===== src/rtl/ntt_addr_gen_pkg.sv =====
// Shared Kyber constants, mode/state encodings and the butterfly address/twiddle
// arithmetic used by the NTT address generator.
package ntt_addr_gen_pkg;

  localparam int KYBER_N        = 256;
  localparam int KYBER_Q        = 3329;
  localparam int NTT_LAYERS     = 7;
  localparam int BFLY_PER_LAYER = KYBER_N / 2;

  typedef enum logic [1:0] {
    MODE_NTT    = 2'd0,
    MODE_INVNTT = 2'd1
  } bu_mode_t;

  typedef enum logic [1:0] {
    ST_IDLE  = 2'd0,
    ST_ISSUE = 2'd1,
    ST_DRAIN = 2'd2,
    ST_DONE  = 2'd3
  } state_t;

  typedef struct packed {
    logic [7:0] addr_1;
    logic [7:0] addr_2;
    logic [6:0] zeta;
  } issue_t;

  typedef struct packed {
    logic       vld;
    logic [7:0] addr_1;
    logic [7:0] addr_2;
  } wb_word_t;

  localparam int WB_WORD_W = $bits(wb_word_t);

  // len is always a power of two, so group/offset reduce to shifts and masks:
  // 2*len*group + off == ((bf - off) << 1) | off.
  function automatic issue_t calc_issue(input logic [2:0] layer,
                                        input logic [6:0] bf,
                                        input logic       inv);
    logic [2:0] sh;
    logic [7:0] len;
    logic [7:0] bf_w;
    logic [7:0] grp;
    logic [7:0] off;
    issue_t     r;
    sh       = inv ? (layer + 3'd1) : (3'd7 - layer);
    len      = 8'd1 << sh;
    bf_w     = {1'b0, bf};
    grp      = bf_w >> sh;
    off      = bf_w & (len - 8'd1);
    r.addr_1 = ((bf_w - off) << 1) | off;
    r.addr_2 = r.addr_1 + len;
    r.zeta   = inv ? 7'((8'd128 >> layer) - 8'd1 - grp)
                   : 7'((8'd1 << layer) + grp);
    return r;
  endfunction

endpackage


===== src/rtl/ntt_addr_gen_if.sv =====
// Control, coefficient-read and write-back bus between the transform sequencer
// and its requester / RAM / butterfly datapath.
interface ntt_addr_gen_if;
  logic       start;
  logic [1:0] mode;
  logic       busy;
  logic       done;
  logic       rd_en;
  logic [7:0] rd_addr_1;
  logic [7:0] rd_addr_2;
  logic [6:0] zeta_idx;
  logic [1:0] bu_mode;
  logic       wr_en;
  logic [7:0] wr_addr_1;
  logic [7:0] wr_addr_2;

  modport master (
    output start, mode,
    input  busy, done, rd_en, rd_addr_1, rd_addr_2, zeta_idx, bu_mode,
    input  wr_en, wr_addr_1, wr_addr_2
  );

  modport slave (
    input  start, mode,
    output busy, done, rd_en, rd_addr_1, rd_addr_2, zeta_idx, bu_mode,
    output wr_en, wr_addr_1, wr_addr_2
  );
endinterface


===== src/rtl/wb_delay_line.sv =====
// Fixed-depth shift register carrying the read strobe and pair addresses forward
// to the write-back port, matching RAM read plus butterfly latency.
module wb_delay_line #(
  parameter int DEPTH = 4,
  parameter int WIDTH = 17
) (
  input  logic             clk,
  input  logic             rst_n,
  input  logic [WIDTH-1:0] din,
  output logic [WIDTH-1:0] dout
);

  logic [WIDTH-1:0] stage [DEPTH];

  // Cleared on reset so an aborted transform leaves no write-back in flight.
  always_ff @(posedge clk or negedge rst_n) begin
    if (!rst_n) begin
      for (int i = 0; i < DEPTH; i++) stage[i] <= '0;
    end else begin
      stage[0] <= din;
      for (int i = 1; i < DEPTH; i++) stage[i] <= stage[i-1];
    end
  end

  assign dout = stage[DEPTH-1];

endmodule


===== src/rtl/ntt_addr_gen.sv =====
// Sequencer for a 256-point forward/inverse NTT: issues 128 butterfly reads per
// layer, drains the pipeline between layers and mirrors reads as write-backs.
module ntt_addr_gen
  import ntt_addr_gen_pkg::*;
#(
  parameter int RD_LATENCY = 1,
  parameter int BU_LATENCY = 3
) (
  input logic            clk,
  input logic            rst_n,
  ntt_addr_gen_if.slave  bus
);

  localparam int D     = RD_LATENCY + BU_LATENCY;
  localparam int CNT_W = (D > 1) ? $clog2(D) : 1;

  state_t           state, state_nx;
  logic [2:0]       layer, layer_nx;
  logic [6:0]       bf, bf_nx;
  logic [CNT_W-1:0] dcnt, dcnt_nx;
  logic [1:0]       mode_q, mode_nx;
  logic             mode_ok;

  issue_t           issue_nx;
  logic             issue_vld_nx;

  logic             vld_p0;
  logic [7:0]       rd_addr_1_p0;
  logic [7:0]       rd_addr_2_p0;
  logic [6:0]       zeta_p0;

  wb_word_t         wb_in;
  wb_word_t         wb_out;

  assign mode_ok = (bus.mode == MODE_NTT) || (bus.mode == MODE_INVNTT);

  always_ff @(posedge clk or negedge rst_n) begin
    if (!rst_n) begin
      state  <= ST_IDLE;
      layer  <= '0;
      bf     <= '0;
      dcnt   <= '0;
      mode_q <= '0;
    end else begin
      state  <= state_nx;
      layer  <= layer_nx;
      bf     <= bf_nx;
      dcnt   <= dcnt_nx;
      mode_q <= mode_nx;
    end
  end

  always_comb begin
    state_nx = state;
    layer_nx = layer;
    bf_nx    = bf;
    dcnt_nx  = dcnt;
    mode_nx  = mode_q;
    case (state)
      ST_IDLE: begin
        if (bus.start && mode_ok) begin
          state_nx = ST_ISSUE;
          layer_nx = '0;
          bf_nx    = '0;
          mode_nx  = bus.mode;
        end
      end
      ST_ISSUE: begin
        if (bf == 7'(BFLY_PER_LAYER - 1)) begin
          state_nx = ST_DRAIN;
          bf_nx    = '0;
          dcnt_nx  = '0;
        end else begin
          bf_nx = bf + 7'd1;
        end
      end
      ST_DRAIN: begin
        // Hold off the next layer until its inputs have all been written back.
        if (dcnt == CNT_W'(D - 1)) begin
          if (layer == 3'(NTT_LAYERS - 1)) begin
            state_nx = ST_DONE;
          end else begin
            state_nx = ST_ISSUE;
            layer_nx = layer + 3'd1;
          end
        end else begin
          dcnt_nx = dcnt + CNT_W'(1);
        end
      end
      ST_DONE: state_nx = ST_IDLE;
      default: state_nx = ST_IDLE;
    endcase
  end

  // Issue values are computed from next-state counters so the registered read
  // strobe lines up with the cycle the sequencer occupies ISSUE.
  assign issue_vld_nx = (state_nx == ST_ISSUE);
  assign issue_nx     = calc_issue(layer_nx, bf_nx, mode_nx == MODE_INVNTT);

  // ---- p0: registered read issue ----
  always_ff @(posedge clk or negedge rst_n) begin
    if (!rst_n) begin
      vld_p0       <= 1'b0;
      rd_addr_1_p0 <= '0;
      rd_addr_2_p0 <= '0;
      zeta_p0      <= '0;
    end else begin
      vld_p0       <= issue_vld_nx;
      rd_addr_1_p0 <= issue_vld_nx ? issue_nx.addr_1 : '0;
      rd_addr_2_p0 <= issue_vld_nx ? issue_nx.addr_2 : '0;
      zeta_p0      <= issue_vld_nx ? issue_nx.zeta   : '0;
    end
  end

  // ---- p0 -> pD: write-back alignment ----
  assign wb_in = '{vld: vld_p0, addr_1: rd_addr_1_p0, addr_2: rd_addr_2_p0};

  wb_delay_line #(
    .DEPTH (D),
    .WIDTH (WB_WORD_W)
  ) u_wb_delay_line (
    .clk   (clk),
    .rst_n (rst_n),
    .din   (wb_in),
    .dout  (wb_out)
  );

  assign bus.busy      = (state != ST_IDLE);
  assign bus.done      = (state == ST_DONE);
  assign bus.bu_mode   = (state != ST_IDLE) ? mode_q : 2'd0;
  assign bus.rd_en     = vld_p0;
  assign bus.rd_addr_1 = rd_addr_1_p0;
  assign bus.rd_addr_2 = rd_addr_2_p0;
  assign bus.zeta_idx  = zeta_p0;
  assign bus.wr_en     = wb_out.vld;
  assign bus.wr_addr_1 = wb_out.addr_1;
  assign bus.wr_addr_2 = wb_out.addr_2;

endmodule


===== src/flat_wrapper.sv =====
// flat-port wrapper written by rule: the top's interface ports become plain ports
module ntt_addr_gen_flat import ntt_addr_gen_pkg::*;
#(
  parameter int RD_LATENCY = 1,
  parameter int BU_LATENCY = 3
)
  (clk, rst_n, bus_start, bus_mode, bus_busy, bus_done, bus_rd_en, bus_rd_addr_1, bus_rd_addr_2, bus_zeta_idx, bus_bu_mode, bus_wr_en, bus_wr_addr_1, bus_wr_addr_2);
  ntt_addr_gen_if bus_i ();
  input logic clk;
  input logic rst_n;
  input wire logic [$bits(bus_i.start)-1:0] bus_start;
  input wire logic [$bits(bus_i.mode)-1:0] bus_mode;
  output wire logic [$bits(bus_i.busy)-1:0] bus_busy;
  output wire logic [$bits(bus_i.done)-1:0] bus_done;
  output wire logic [$bits(bus_i.rd_en)-1:0] bus_rd_en;
  output wire logic [$bits(bus_i.rd_addr_1)-1:0] bus_rd_addr_1;
  output wire logic [$bits(bus_i.rd_addr_2)-1:0] bus_rd_addr_2;
  output wire logic [$bits(bus_i.zeta_idx)-1:0] bus_zeta_idx;
  output wire logic [$bits(bus_i.bu_mode)-1:0] bus_bu_mode;
  output wire logic [$bits(bus_i.wr_en)-1:0] bus_wr_en;
  output wire logic [$bits(bus_i.wr_addr_1)-1:0] bus_wr_addr_1;
  output wire logic [$bits(bus_i.wr_addr_2)-1:0] bus_wr_addr_2;
  assign bus_i.start = bus_start;
  assign bus_i.mode = bus_mode;
  assign bus_busy = bus_i.busy;
  assign bus_done = bus_i.done;
  assign bus_rd_en = bus_i.rd_en;
  assign bus_rd_addr_1 = bus_i.rd_addr_1;
  assign bus_rd_addr_2 = bus_i.rd_addr_2;
  assign bus_zeta_idx = bus_i.zeta_idx;
  assign bus_bu_mode = bus_i.bu_mode;
  assign bus_wr_en = bus_i.wr_en;
  assign bus_wr_addr_1 = bus_i.wr_addr_1;
  assign bus_wr_addr_2 = bus_i.wr_addr_2;
  ntt_addr_gen #(.RD_LATENCY(RD_LATENCY), .BU_LATENCY(BU_LATENCY)) u_core (.clk(clk), .rst_n(rst_n), .bus(bus_i));
endmodule

===== config.mk =====
export PLATFORM = sky130hd
export DESIGN_NAME = ntt_addr_gen_flat
export DESIGN_NICKNAME = d
export VERILOG_FILES = /design/src/rtl/ntt_addr_gen_pkg.sv /design/src/rtl/ntt_addr_gen_if.sv /design/src/rtl/wb_delay_line.sv /design/src/rtl/ntt_addr_gen.sv /design/src/flat_wrapper.sv
export SDC_FILE = /design/constraint.sdc
export NUM_CORES = 1
export LEC_CHECK = 0
export BUFFER_PORTS_ARGS = -buffer_cell sky130_fd_sc_hd__buf_2
export CORE_UTILIZATION = 55
export CTS_BUF_LIST = sky130_fd_sc_hd__clkbuf_8
export CTS_CLUSTER_DIAMETER = 100
export CTS_CLUSTER_SIZE = 12
export DETAILED_ROUTE_END_ITERATION = 16
export PLACE_DENSITY = 0.86
export SYNTH_ARGS = -nofsm -noshare
export SYNTH_HDL_FRONTEND = slang
export SYNTH_SLANG_ARGS = --single-unit

===== constraint.sdc =====
create_clock -name clk -period 7 [get_ports clk]
set_clock_uncertainty 0.2 [all_clocks]
set_input_delay 0 -clock clk [delete_from_list [all_inputs] [get_ports clk]]
set_output_delay 0 -clock clk [all_outputs]
set_load 0.02 [all_outputs]

; ---- Yosys cells after proc, flatten, opt, wreduce, memory -nomap -nowiden
; Cells that the tools add are included.
[word_totals]
reg_bits = 108
latchBits = 0
ramBits = 0
romBits = 0
input_bits = 5
output_inout_bits = 45
word_cells = 71
memories = 0
[classes]
n_addsub = 11
n_mul = 0
div = 0
n_lt_le_gt_ge = 0
n_eq_ne = 11
shift = 4
muxes = 23
bitwise = 2
n_reduce_logical = 7
[op_table]
columns = cell, count
row1 = 2-to-1 mux 7 bit, 4
row2 = 2-to-1 mux 2 bit, 9
row3 = 2-to-1 mux 8 bit, 2
row4 = one-hot mux 7 bit (2 select lines), 1
row5 = subtractor 7 bit, 2
row6 = 2-to-1 mux 3 bit, 4
row7 = adder 8 bit, 1
row8 = AND 7 x 8 -> 8 bit, 1
row9 = "== test 2 x 1 -> 1 bit, second input constant", 4
row10 = OR 8 bit, 1
row11 = one-hot mux 2 bit (4 select lines), 1
row12 = "<< shifter 1 x 3 -> 8 bit, first input constant", 1
row13 = "right shift 8 x 3 -> 7 bit, first input constant", 1
row14 = "subtractor 8 x 1 -> 8 bit, second input constant", 1
row15 = "adder 7 x 1 -> 7 bit, second input constant", 1
row16 = adder 7 bit, 1
row17 = "== test 7 bit, second input constant", 1
row18 = "<< shifter 1 x 3 -> 7 bit, first input constant", 1
row19 = right shift 7 x 3 -> 7 bit, 1
row20 = "subtractor 7 x 1 -> 7 bit, second input constant", 1
row21 = "adder 3 x 1 -> 3 bit, second input constant", 2
row22 = "== test 2 bit, second input constant", 3
row23 = one-hot mux 3 bit (2 select lines), 1
row24 = zero test 2 bit, 2
row25 = other kinds (10), 11

; ---- Depth between registers and ports, before layout
; Gate-level depths: netlist of the first run.
[depth]
depth_word = 14
ltp_mapped = 28
ltp_nobuf = 25

; ---- By module
; From an unflattened synthesis of the first run, not the netlist that was laid out.
[unflattened]
cells_unflattened = 435
area_unflattened_um2 = 4982.3
[modules_own_cells]
columns = mod, n_inst, cells_per_inst, area_per_inst_um2, seq_area_each_um2
row1 = ntt_addr_gen, 1, 350, 3153.0, 1001.0
row2 = wb_delay_line, 1, 85, 1829.3, 1701.6

; ---- Least setup slack after synthesis of the first run
; OpenSTA, ideal clock, no wires.
[synth_timing]
path_type = reg2reg
start = reg u_core.state[0]
end = reg u_core.rd_addr_2_p0[7] (netlist: u_core.bus.rd_addr_2[7])
setup_ns = 0.072
t_arrival_ns = 5.537
required_time_ns = 6.728
setup_slack_ns = 1.191
stages_incl_launch_ff = 27
n_path_buf = 3
synth_period_minus_slack_ns = 5.809
path_cell_list = dfrtp_1 -> inv_1 -> ha_1 -> buf_6 -> and3b_4 -> a21oi_1 -> a211o_1 -> buf_1 -> ha_1 -> ha_1 -> or3b_1 -> mux2i_2 -> a31oi_1 -> clkbuf_1 -> nand3_1 -> ha_1 -> nand2_1 -> ha_1 -> a21o_1 -> ha_1 -> a21o_1 -> a21o_1 -> a21oi_1 -> o21ai_0 -> xnor2_1 -> xnor3_1 -> nor2_1
[synth_between]
elab_chain_len = 11
elab_cells_between_ends = 23
classes_between = add/sub (5) / eq/ne (5) / shift (1) / mux (9) / bitwise (2) / reduce/logical (1)
[synth_lines]
columns = element, line
row1 = from (decl), ntt_addr_gen.sv:17  ; state_t state, state_nx;
row2 = from (signal assigned), ntt_addr_gen.sv:45  ; state <= state_nx;
row3 = == test 2 bit or zero test 2 bit (tied branches), ntt_addr_gen.sv:59  ; case (state)
row4 = one-hot mux 3 bit (2 select lines) (*), ntt_addr_gen.sv:59
row5 = via u_core.layer_nx[0], ntt_addr_gen.sv:18  ; logic [2:0] layer, layer_nx;
row6 = subtractor 3 bit or adder 3 x 1 -> 3 bit (tied branches), ntt_addr_gen_pkg.sv:47  ; sh = inv ? (layer + 3'd1) : (3'd7 - layer);
row7 = 2-to-1 mux 3 bit (*), ntt_addr_gen_pkg.sv:47
row8 = << shifter 1 x 3 -> 8 bit (*), ntt_addr_gen_pkg.sv:48  ; len = 8'd1 << sh;
row9 = subtractor 8 x 1 -> 8 bit, ntt_addr_gen_pkg.sv:51  ; off = bf_w & (len - 8'd1);
row10 = AND 7 x 8 -> 8 bit, ntt_addr_gen_pkg.sv:51
row11 = subtractor 7 bit, ntt_addr_gen_pkg.sv:52  ; r.addr_1 = ((bf_w - off) << 1) | off;
row12 = OR 8 bit, ntt_addr_gen_pkg.sv:52
row13 = adder 8 bit (*), ntt_addr_gen_pkg.sv:53  ; r.addr_2 = r.addr_1 + len;
row14 = 2-to-1 mux 8 bit (*), ntt_addr_gen.sv:110  ; rd_addr_2_p0 <= issue_vld_nx ? issue_nx.addr_2 : '0;
row15 = to (signal assigned), ntt_addr_gen.sv:110
row16 = to (decl), ntt_addr_gen.sv:29  ; logic [7:0] rd_addr_2_p0;
; Mark *: on every way through the listed nets, which the timed path passes. The rest lies on a longest branch.
; A chain may end at the register's enable or synchronous reset.

; ---- Worst setup path in the final report of the first run
[layout_timing]
start = reg u_core.state[0]
end = reg u_core.rd_addr_2_p0[7] (netlist: u_core.bus.rd_addr_2[7])
[layout_between]
elab_chain_len = 11
elab_cells_between_ends = 23
classes_between = add/sub (5) / eq/ne (5) / shift (1) / mux (9) / bitwise (2) / reduce/logical (1)
[layout_lines]
columns = element, line
row1 = == test 2 bit or zero test 2 bit (tied branches), ntt_addr_gen.sv:59
row2 = one-hot mux 3 bit (2 select lines) or 2-to-1 mux 2 bit (tied branches), ntt_addr_gen.sv:59
row3 = subtractor 3 bit (tied with other cells), ntt_addr_gen_pkg.sv:47
row4 = 2-to-1 mux 3 bit, ntt_addr_gen_pkg.sv:47
row5 = << shifter 1 x 3 -> 8 bit, ntt_addr_gen_pkg.sv:48
row6 = subtractor 8 x 1 -> 8 bit, ntt_addr_gen_pkg.sv:51
row7 = AND 7 x 8 -> 8 bit, ntt_addr_gen_pkg.sv:51
row8 = subtractor 7 bit, ntt_addr_gen_pkg.sv:52
row9 = OR 8 bit, ntt_addr_gen_pkg.sv:52
row10 = adder 8 bit, ntt_addr_gen_pkg.sv:53
row11 = 2-to-1 mux 8 bit (*), ntt_addr_gen.sv:110
; Mark *: on every way between the ends. The rest lies on a longest branch, timed or not.

==> results of run 1 <==
## layer usage
metal  GRT usage, %  up-vias  wire length, um  share of wire [%]
met4           8.39        0              193                2.0
li1               -     1617                -                  -
met3           4.08       17              412                4.2
met1           27.2     1681             4340                 45
met2           37.5       98             4790                 49
met5              0        -                0                  0
## through the flow
stage                     setup WS [ns]  instance area, sq um  hold slack, ns
final                             0.560                  5580          0.0844
after global routing             0.0959                  5580           0.116
after CTS                         0.592                  5580          0.0707
after detailed placement          0.631                  5300          -0.232
after global placement            0.931                  5300          -0.247
after floorplan                    1.19                  5080          -0.496
## final cells by class
class	instances	area [sq um]	area share (%)
multi-input cells	293	2090	37.5
well taps	108	135	2.42
flip-flops and latches	108	2700	48.4
inverters	27	101	1.82
clock inverters	7	78.8	1.41
repair buffers	58	343	6.14
clock buffers	9	124	2.22
## cells in the final DEF, fill, tap and decap left out, types with 8 or more instances in the layout
cell / count
nor2_1: 40
nor2b_1: 9
o21ai_0: 16
buf_2: 48
dfrtp_1: 108
a21oi_1: 27
ha_1: 34
inv_1: 26
xnor2_1: 15
nand2_1: 35
clkbuf_8: 9
nand3_1: 8
a21o_1: 16
a211oi_1: 8
## power by group through the flow
| stage | clock network (W) | logic, W | registers (W) |
|---|---|---|---|
| detailed placement | 0 | 0.0000338 | 0.000650 |
| finish | 0.000374 | 0.0000362 | 0.000637 |
| CTS | 0.000383 | 0.0000370 | 0.000638 |
| floorplan | 0 | 0.0000143 | 0.000652 |
| global route | 0.000410 | 0.0000409 | 0.000639 |
| global placement | 0 | 0.0000327 | 0.000649 |
## Yosys cell counts, types with 4 or more instances
| cell type | instances |
|---|---|
| nand2_1 | 35 |
| a21oi_1 | 27 |
| nand3_1 | 8 |
| nor3_1 | 4 |
| a21o_1 | 16 |
| a22oi_1 | 4 |
| nor2_1 | 40 |
| xor2_1 | 7 |
| xnor2_1 | 15 |
| clkbuf_1 | 7 |
| dfrtp_1 | 108 |
| nor2b_1 | 9 |
| o21bai_1 | 4 |
| o21ai_0 | 16 |
| a211oi_1 | 8 |
| nand2b_1 | 4 |
| buf_4 | 16 |
| and2_1 | 6 |
| ha_1 | 34 |
| inv_1 | 26 |
| and3_1 | 5 |
## sequential cells by signal (all words and copies together), names as in the netlist
signal and cells:
u_core.bus.rd_addr_2 8, u_core.u_wb_delay_line.dout 17, u_core.bus.zeta_idx 7, u_core.mode_q 2
u_core.bus.rd_addr_1 8, u_core.layer 3, u_core.u_wb_delay_line.stage 51, u_core.bf 7
u_core.dcnt 2, u_core.state 2, u_core.bus.rd_en 1
## worst max-delay path: cells and delay by family, from the launching register on
kind | cells | cell delay [ns]
buffers and inverters | 1 | 0.10
and+or+nand+nor | 5 | 1.02
muxes | 1 | 0.29
adders and majority gates | 6 | 1.95
DFF | 1 | 0.43
xor gates and xnor gates | 2 | 0.43
AOI/OAI and AO/OA | 8 | 1.92
## worst max-delay path by stage
stage,end,slack (ns),depth (start not counted)
after floorplan,u_core.bus.rd_addr_2[7],1.19,26
after global placement,u_core.bus.rd_addr_2[7],0.93,23
after detailed placement,u_core.bus.rd_addr_2[7],0.63,23
after CTS,u_core.bus.rd_addr_2[7],0.59,23
after global routing,u_core.bus.rd_addr_2[7],0.1,23
final,u_core.bus.rd_addr_2[7],0.56,23
## logic make-up after synthesis
logic type / count (synthesis) / synth area share (%)
AND/OR/NAND/NOR: 121 / 11.4
flip-flops: 108 / 53.3
AO/OA/AOI/OAI: 105 / 14.7
buffers and inverters: 54 / 5.50
adder cells (fa/ha/maj): 37 / 9.57
XOR/XNOR: 24 / 4.56
multiplexers: 4 / 0.863
other: 1 / 0.0739
==> metrics.csv, run 1 <==
metric,value,unit
status,finished with violations,
failing checks,design-rule violations,
maximum VDD drop,0.0000936,V
Iteration-0 DRC Markers,215,
hpwl dp,7.15,mm
Crit path top cell by count,ha_1,
Post-synth EDFFs,0,
slew of the pin with the lowest slew margin,0.882,ns
setup bufs post-CTS,0,
register area share after synthesis,53.3,%
Design Power,0.00105,W
via/cell ratio,5.60,
antenna diode count,0,
leading area contributor after synthesis,dfrtp_1,
Total Routing Usage GR,21.7,%
Congestion Overflow GR,0,
worst-case clock buffer depth,2,
final setup vio count,0,
largest net degree at the start of global routing,77,
Synth cell types,58,
FILL cells,709,
CTS tree,yes,
DRT Wirelength,9.73,mm
R2R setup slack,0.56,ns
RSZ-0062 raised after global routing,false,
share of layout cells above drive strength 1,16.1,%
Die Y,98.0,um
clock sinks,108,
Yosys warning total,0,
gate count after technology mapping,454,
I/O pin count,50,
net load switching power,0.000261,W
cells on worst reg2reg path,23,
hold path depth,5,
Crit. End Element,flop,
class of the worst hold path,input port to flop,
DRC errors left,7,
Max Slew Vio Count,0,
Die Wd,98.0,um
Root Driver,clkbuf_8,
pwr dens,188,nW/um^2
First-pass DRT Iterations,12,
syn_area_per_cell,11.2,sq um
"Cell Area, Synth",5070,sq um
slowest library cell on the worst path,a211o_1,
Cells after DPL,587,
final core utilization,63.4,%
Slew HR,41.2,%
crit path max fanout,17,
Synth area leaders,"dfrtp_1, ha_1, nor2_1, a21oi_1, nand2_1",
htree depth,3,
setup_tns,0,ns
Routed Antenna Nets,0,
Slowest Stage Delay on Critical Path,0.53,ns
row count,34,
worst hold start,bus_mode[0],
r2r endpoint,u_core.bus.rd_addr_2[7],
nets@finish,539,
MaxCap Viol Count,0,
crit path cell chain,inv_1 > ha_1 > and3b_4 > a21oi_1 > a211o_1 > ha_1 > ha_1 > or3b_1 > mux2i_2 > a31oi_1 > nand3_1 > ha_1 > nand2_1 > ha_1 > a21o_1 > ha_1 > a21o_1 > a21o_1 > a21oi_1 > o21ai_0 > xnor2_1 > xnor3_1 > nor2_1,
initial antenna violation count,0,
Worst Hold Path EP,u_core.bus.zeta_idx[1],
Skew-Pair Late Insertion Delay,0.38,ns
Area Growth Syn to Fin,9.99,%
via count,3413,
vias in the first global route,3377,
fin crit period,6.44,ns
required time worst endpoint,7.09,ns
TritonCTS buffer count,9,
asr flop ratio synth,100,%
routability cong.,0.939,
"CTS clk-pin slew, worst paths",0.12,ns
Synth top area share,53.3,%
Switching Fraction,24.9,%
Placeable Area,8810,sq um
Crit Path Class,flop to flop,
starting density of the core,57.6,%
Hold Buf Count CTS,7,
logic gate share of total power,3.5,%
clock network power share,35.7,%
Critical Path Start,u_core.state[0],
CP Data Arrival Time,6.53,ns
Post-synth top flop,dfrtp_1,
Finished Layout Cells,610,
Sequential Power Share,60.9,%
#FFs+latches synth,108,
Final Hold Viols,0,
Fmax,155,MHz
crit share post-route,92.0,%
reg2reg start,u_core.state[0],
first-pass GRT wire length,16.1,mm
Int Power,0.000786,W
post_cts resized,0,
I/O Buffers,49,
total die area,9610,sq um
WL per Instance,15.9,um
leakage,2.65,nW
critical path launch point type,flop,
Note: power is estimated with default switching activity, not from simulation.
==> run 2, diff against run 1 <==
--- a/config.mk
+++ b/config.mk
@@ -5,13 +5,14 @@
 export SDC_FILE = /design/constraint.sdc
 export NUM_CORES = 1
 export LEC_CHECK = 0
-export BUFFER_PORTS_ARGS = -buffer_cell sky130_fd_sc_hd__buf_2
 export CORE_UTILIZATION = 55
 export CTS_BUF_LIST = sky130_fd_sc_hd__clkbuf_8
 export CTS_CLUSTER_DIAMETER = 100
 export CTS_CLUSTER_SIZE = 12
 export DETAILED_ROUTE_END_ITERATION = 16
-export PLACE_DENSITY = 0.86
+export DONT_BUFFER_PORTS = 1
+export GPL_TIMING_DRIVEN = 0
+export PLACE_DENSITY = 0.81
 export SYNTH_ARGS = -nofsm -noshare
 export SYNTH_HDL_FRONTEND = slang
 export SYNTH_SLANG_ARGS = --single-unit
==> run 2 against run 1 <==
  * The flow still finishes with violations (design-rule violations)
  * Flip-flop and latch count unchanged
  * Largest cell class unchanged
  * Worst hold slack worse by 0.060 ns
  * Sequential power rose by 0.6%
  * Cell count shrank 3.9%
  * Register-to-register slack got worse by 0.04 ns
  * First-iteration DRC count is 12% lower
  * Critical endpoint unchanged
  * Maximum frequency fell by 0.68%
  * Sequential share of layout area rose by 0.46 points
==> metrics.csv, run 2 (synthesis gave the netlist of run 1 again) <==
metric,value,unit,change
status,finished with violations,,
failing checks,design-rule violations,,
"CTS clk-pin slew, worst paths",0.12,ns,about the same
first-pass GRT wire length,16.5,mm,+2.4%
pwr dens,192,nW/um^2,+2.3%
TritonCTS buffer count,9,,unchanged
hpwl dp,7.15,mm,about the same
DRC errors left,5,,-2
crit path max fanout,12,,-5
RSZ-0062 raised after global routing,false,,
Crit. End Element,flop,,
via/cell ratio,5.69,,+1.7%
Die Wd,98.0,um,unchanged
Crit path top cell by count,ha_1,,
Area Growth Syn to Fin,8.95,%,
Skew-Pair Late Insertion Delay,0.38,ns,about the same
Die Y,98.0,um,unchanged
Root Driver,clkbuf_8,,
Slew HR,48.8,%,+7.6 points
final worst slack,0.516,ns,-0.0439 ns
reg2reg start,u_core.state[0],,
final setup vio count,0,,unchanged
vias in the first global route,3378,,+0.030%
Routed Antenna Nets,0,,unchanged
Seq. cell area,2700,sq um,unchanged
Slowest Stage Delay on Critical Path,0.43,ns,-0.10 ns
Most Crowded Layer GR,met2,,
htree depth,3,,unchanged
MaxCap Viol Count,0,,unchanged
FILL cells,704,,-0.71%
share of layout cells above drive strength 1,10.9,%,-5.3 points
crit share post-route,92.6,%,+0.63 points
pre-CTS WS,0.219,ns,-0.412 ns
routability cong.,0.914,,-2.7%
class of the worst hold path,input port to asynchronous set/reset pin,,
fin crit period,6.48,ns,+0.0439 ns
Placeable Area,8810,sq um,unchanged
most frequent cells in the layout,"dfrtp_1, nor2_1, nand2_1",,
r2r endpoint,u_core.bus.rd_addr_2[7],,
setup_tns,0,ns,unchanged
slowest library cell on the worst path,dfrtp_1,,
row count,34,,unchanged
Fmax,154,MHz,-0.68%
Total Routing Usage GR,22.0,%,+0.26 points
Largest register FFs,51,,unchanged
WL per Instance,16.5,um,+3.4%
slew of the pin with the lowest slew margin,0.761,ns,-0.121 ns
Congestion Overflow GR,0,,unchanged
Top reg by flops,u_core.u_wb_delay_line.stage,,
total die area,9610,sq um,unchanged
clock sinks,108,,unchanged
First-pass DRT Iterations,12,,unchanged
CP Data Arrival Time,6.60,ns,+0.07 ns
critical path launch point type,flop,,
worst-case clock buffer depth,2,,unchanged
initial antenna violation count,0,,unchanged
starting density of the core,57.6,%,unchanged
cells on worst reg2reg path,26,,+13%
Max Slew Vio Count,0,,unchanged
met1 Resource Use GR,26.5,%,-0.70 points
via count,3334,,-2.3%
CTS tree,yes,,
DRT Wirelength,9.66,mm,-0.69%
multi-input logic area,2100,sq um,+0.42%
met3 GRT Util,5.30,%,+1.2 points
I/O Buffers,0,,-100%
largest net degree at the start of global routing,109,,+42%
maximum VDD drop,0.0000941,V,+0.63%
R2R setup slack,0.52,ns,-0.04 ns
Crit Path Class,flop to flop,,
leakage,2.58,nW,-2.5%
"most common cell after layout, fill and taps aside",dfrtp_1,,
met2 Use GR,39.4,%,+1.9 points
antenna diode count,0,,unchanged
required time worst endpoint,7.11,ns,+0.02 ns
I/O pin count,50,,unchanged
setup bufs post-CTS,0,,unchanged
nets@finish,515,,-4.5%
Final Hold Viols,0,,unchanged
Iteration-0 DRC Markers,190,,-12%
==> run 2: cell types whose count changed in the layout (fill, tap and decap cells not counted), sizes merged <==
cell,change
buf,-32
clkbuf,+8
clkinv,+1
clkinvlp,-2
inv,+1
==> run 2: worst max-delay path by stage <==
stage                              end  cells past startpoint  slack (ns)             from
2_1_floorplan  u_core.bus.rd_addr_2[7]                     26        1.19  u_core.state[0]
3_3_place_gp   u_core.bus.rd_addr_2[7]                     26        0.30  u_core.state[0]
3_5_place_dp   u_core.bus.rd_addr_2[7]                     26        0.22  u_core.state[0]
4_1_cts        u_core.bus.rd_addr_2[7]                     26        0.18  u_core.state[0]
5_1_grt        u_core.bus.rd_addr_2[7]                     28       0.005  u_core.state[0]
6_report       u_core.bus.rd_addr_2[7]                     26        0.52  u_core.state[0]
==> run 2: repair_timing <==
action / in CTS / in global routing
hold buffers: 7 / 0
endpoints found under the setup margin: 0 / 3
gates resized for setup: 0 / 6
endpoints found under the hold margin: 121 / 0
==> run 2: through the flow <==
| step | instances | utilization, % | total power (W) | hold slack, ns | area, sq um |
|---|---|---|---|---|---|
| after global placement | 563 | 59.2 | 0.000668 | -0.494 | 5210 |
| after global routing | 586 | 62.8 | 0.00111 | 0.0590 | 5530 |
| after floorplan | 455 | - | 0.000666 | -0.496 | 5080 |
| final | 586 | 62.8 | 0.00106 | 0.0247 | 5530 |
| after CTS | 586 | 62.6 | 0.00108 | 0.0260 | 5510 |
| after detailed placement | 563 | 59.2 | 0.000670 | -0.494 | 5210 |
==> run 2: critical path, delay by kind of cell (launching register included) <==
family | cells | cell delay, ns
adder cells (fa/ha/maj) | 6 | 1.69
AO/OA/AOI/OAI | 8 | 1.69
buffers and inverters | 5 | 0.98
AND/OR/NAND/NOR | 4 | 0.79
flip-flops | 1 | 0.43
XOR/XNOR | 2 | 0.41
multiplexers | 1 | 0.24
==> run 2: metal layers <==
| layer | vias to the layer above | part of all wire [%] |
|---|---|---|
| met3 | 18 | 6.2 |
| met5 | - | 0 |
| met4 | 0 | 1.6 |
| met2 | 98 | 51 |
| li1 | 1572 | - |
| met1 | 1646 | 41 |
==> run 2: area by class of cell <==
cell class | instances | share of cell area (%)
sequential | 108 | 48.9
multi-input combinational | 293 | 38.1
buffer | 27 | 3.28
tap | 108 | 2.45
clock buffer | 9 | 2.24
inverter | 27 | 1.83
clock inverter | 7 | 1.65
timing repair buffer | 7 | 1.58
==> run 2: power breakdown <==
part / switching (W) / internal, W
sequential: 0.00000714 / 0.000634
clock: 0.000243 / 0.000146
combinational: 0.0000202 / 0.0000104
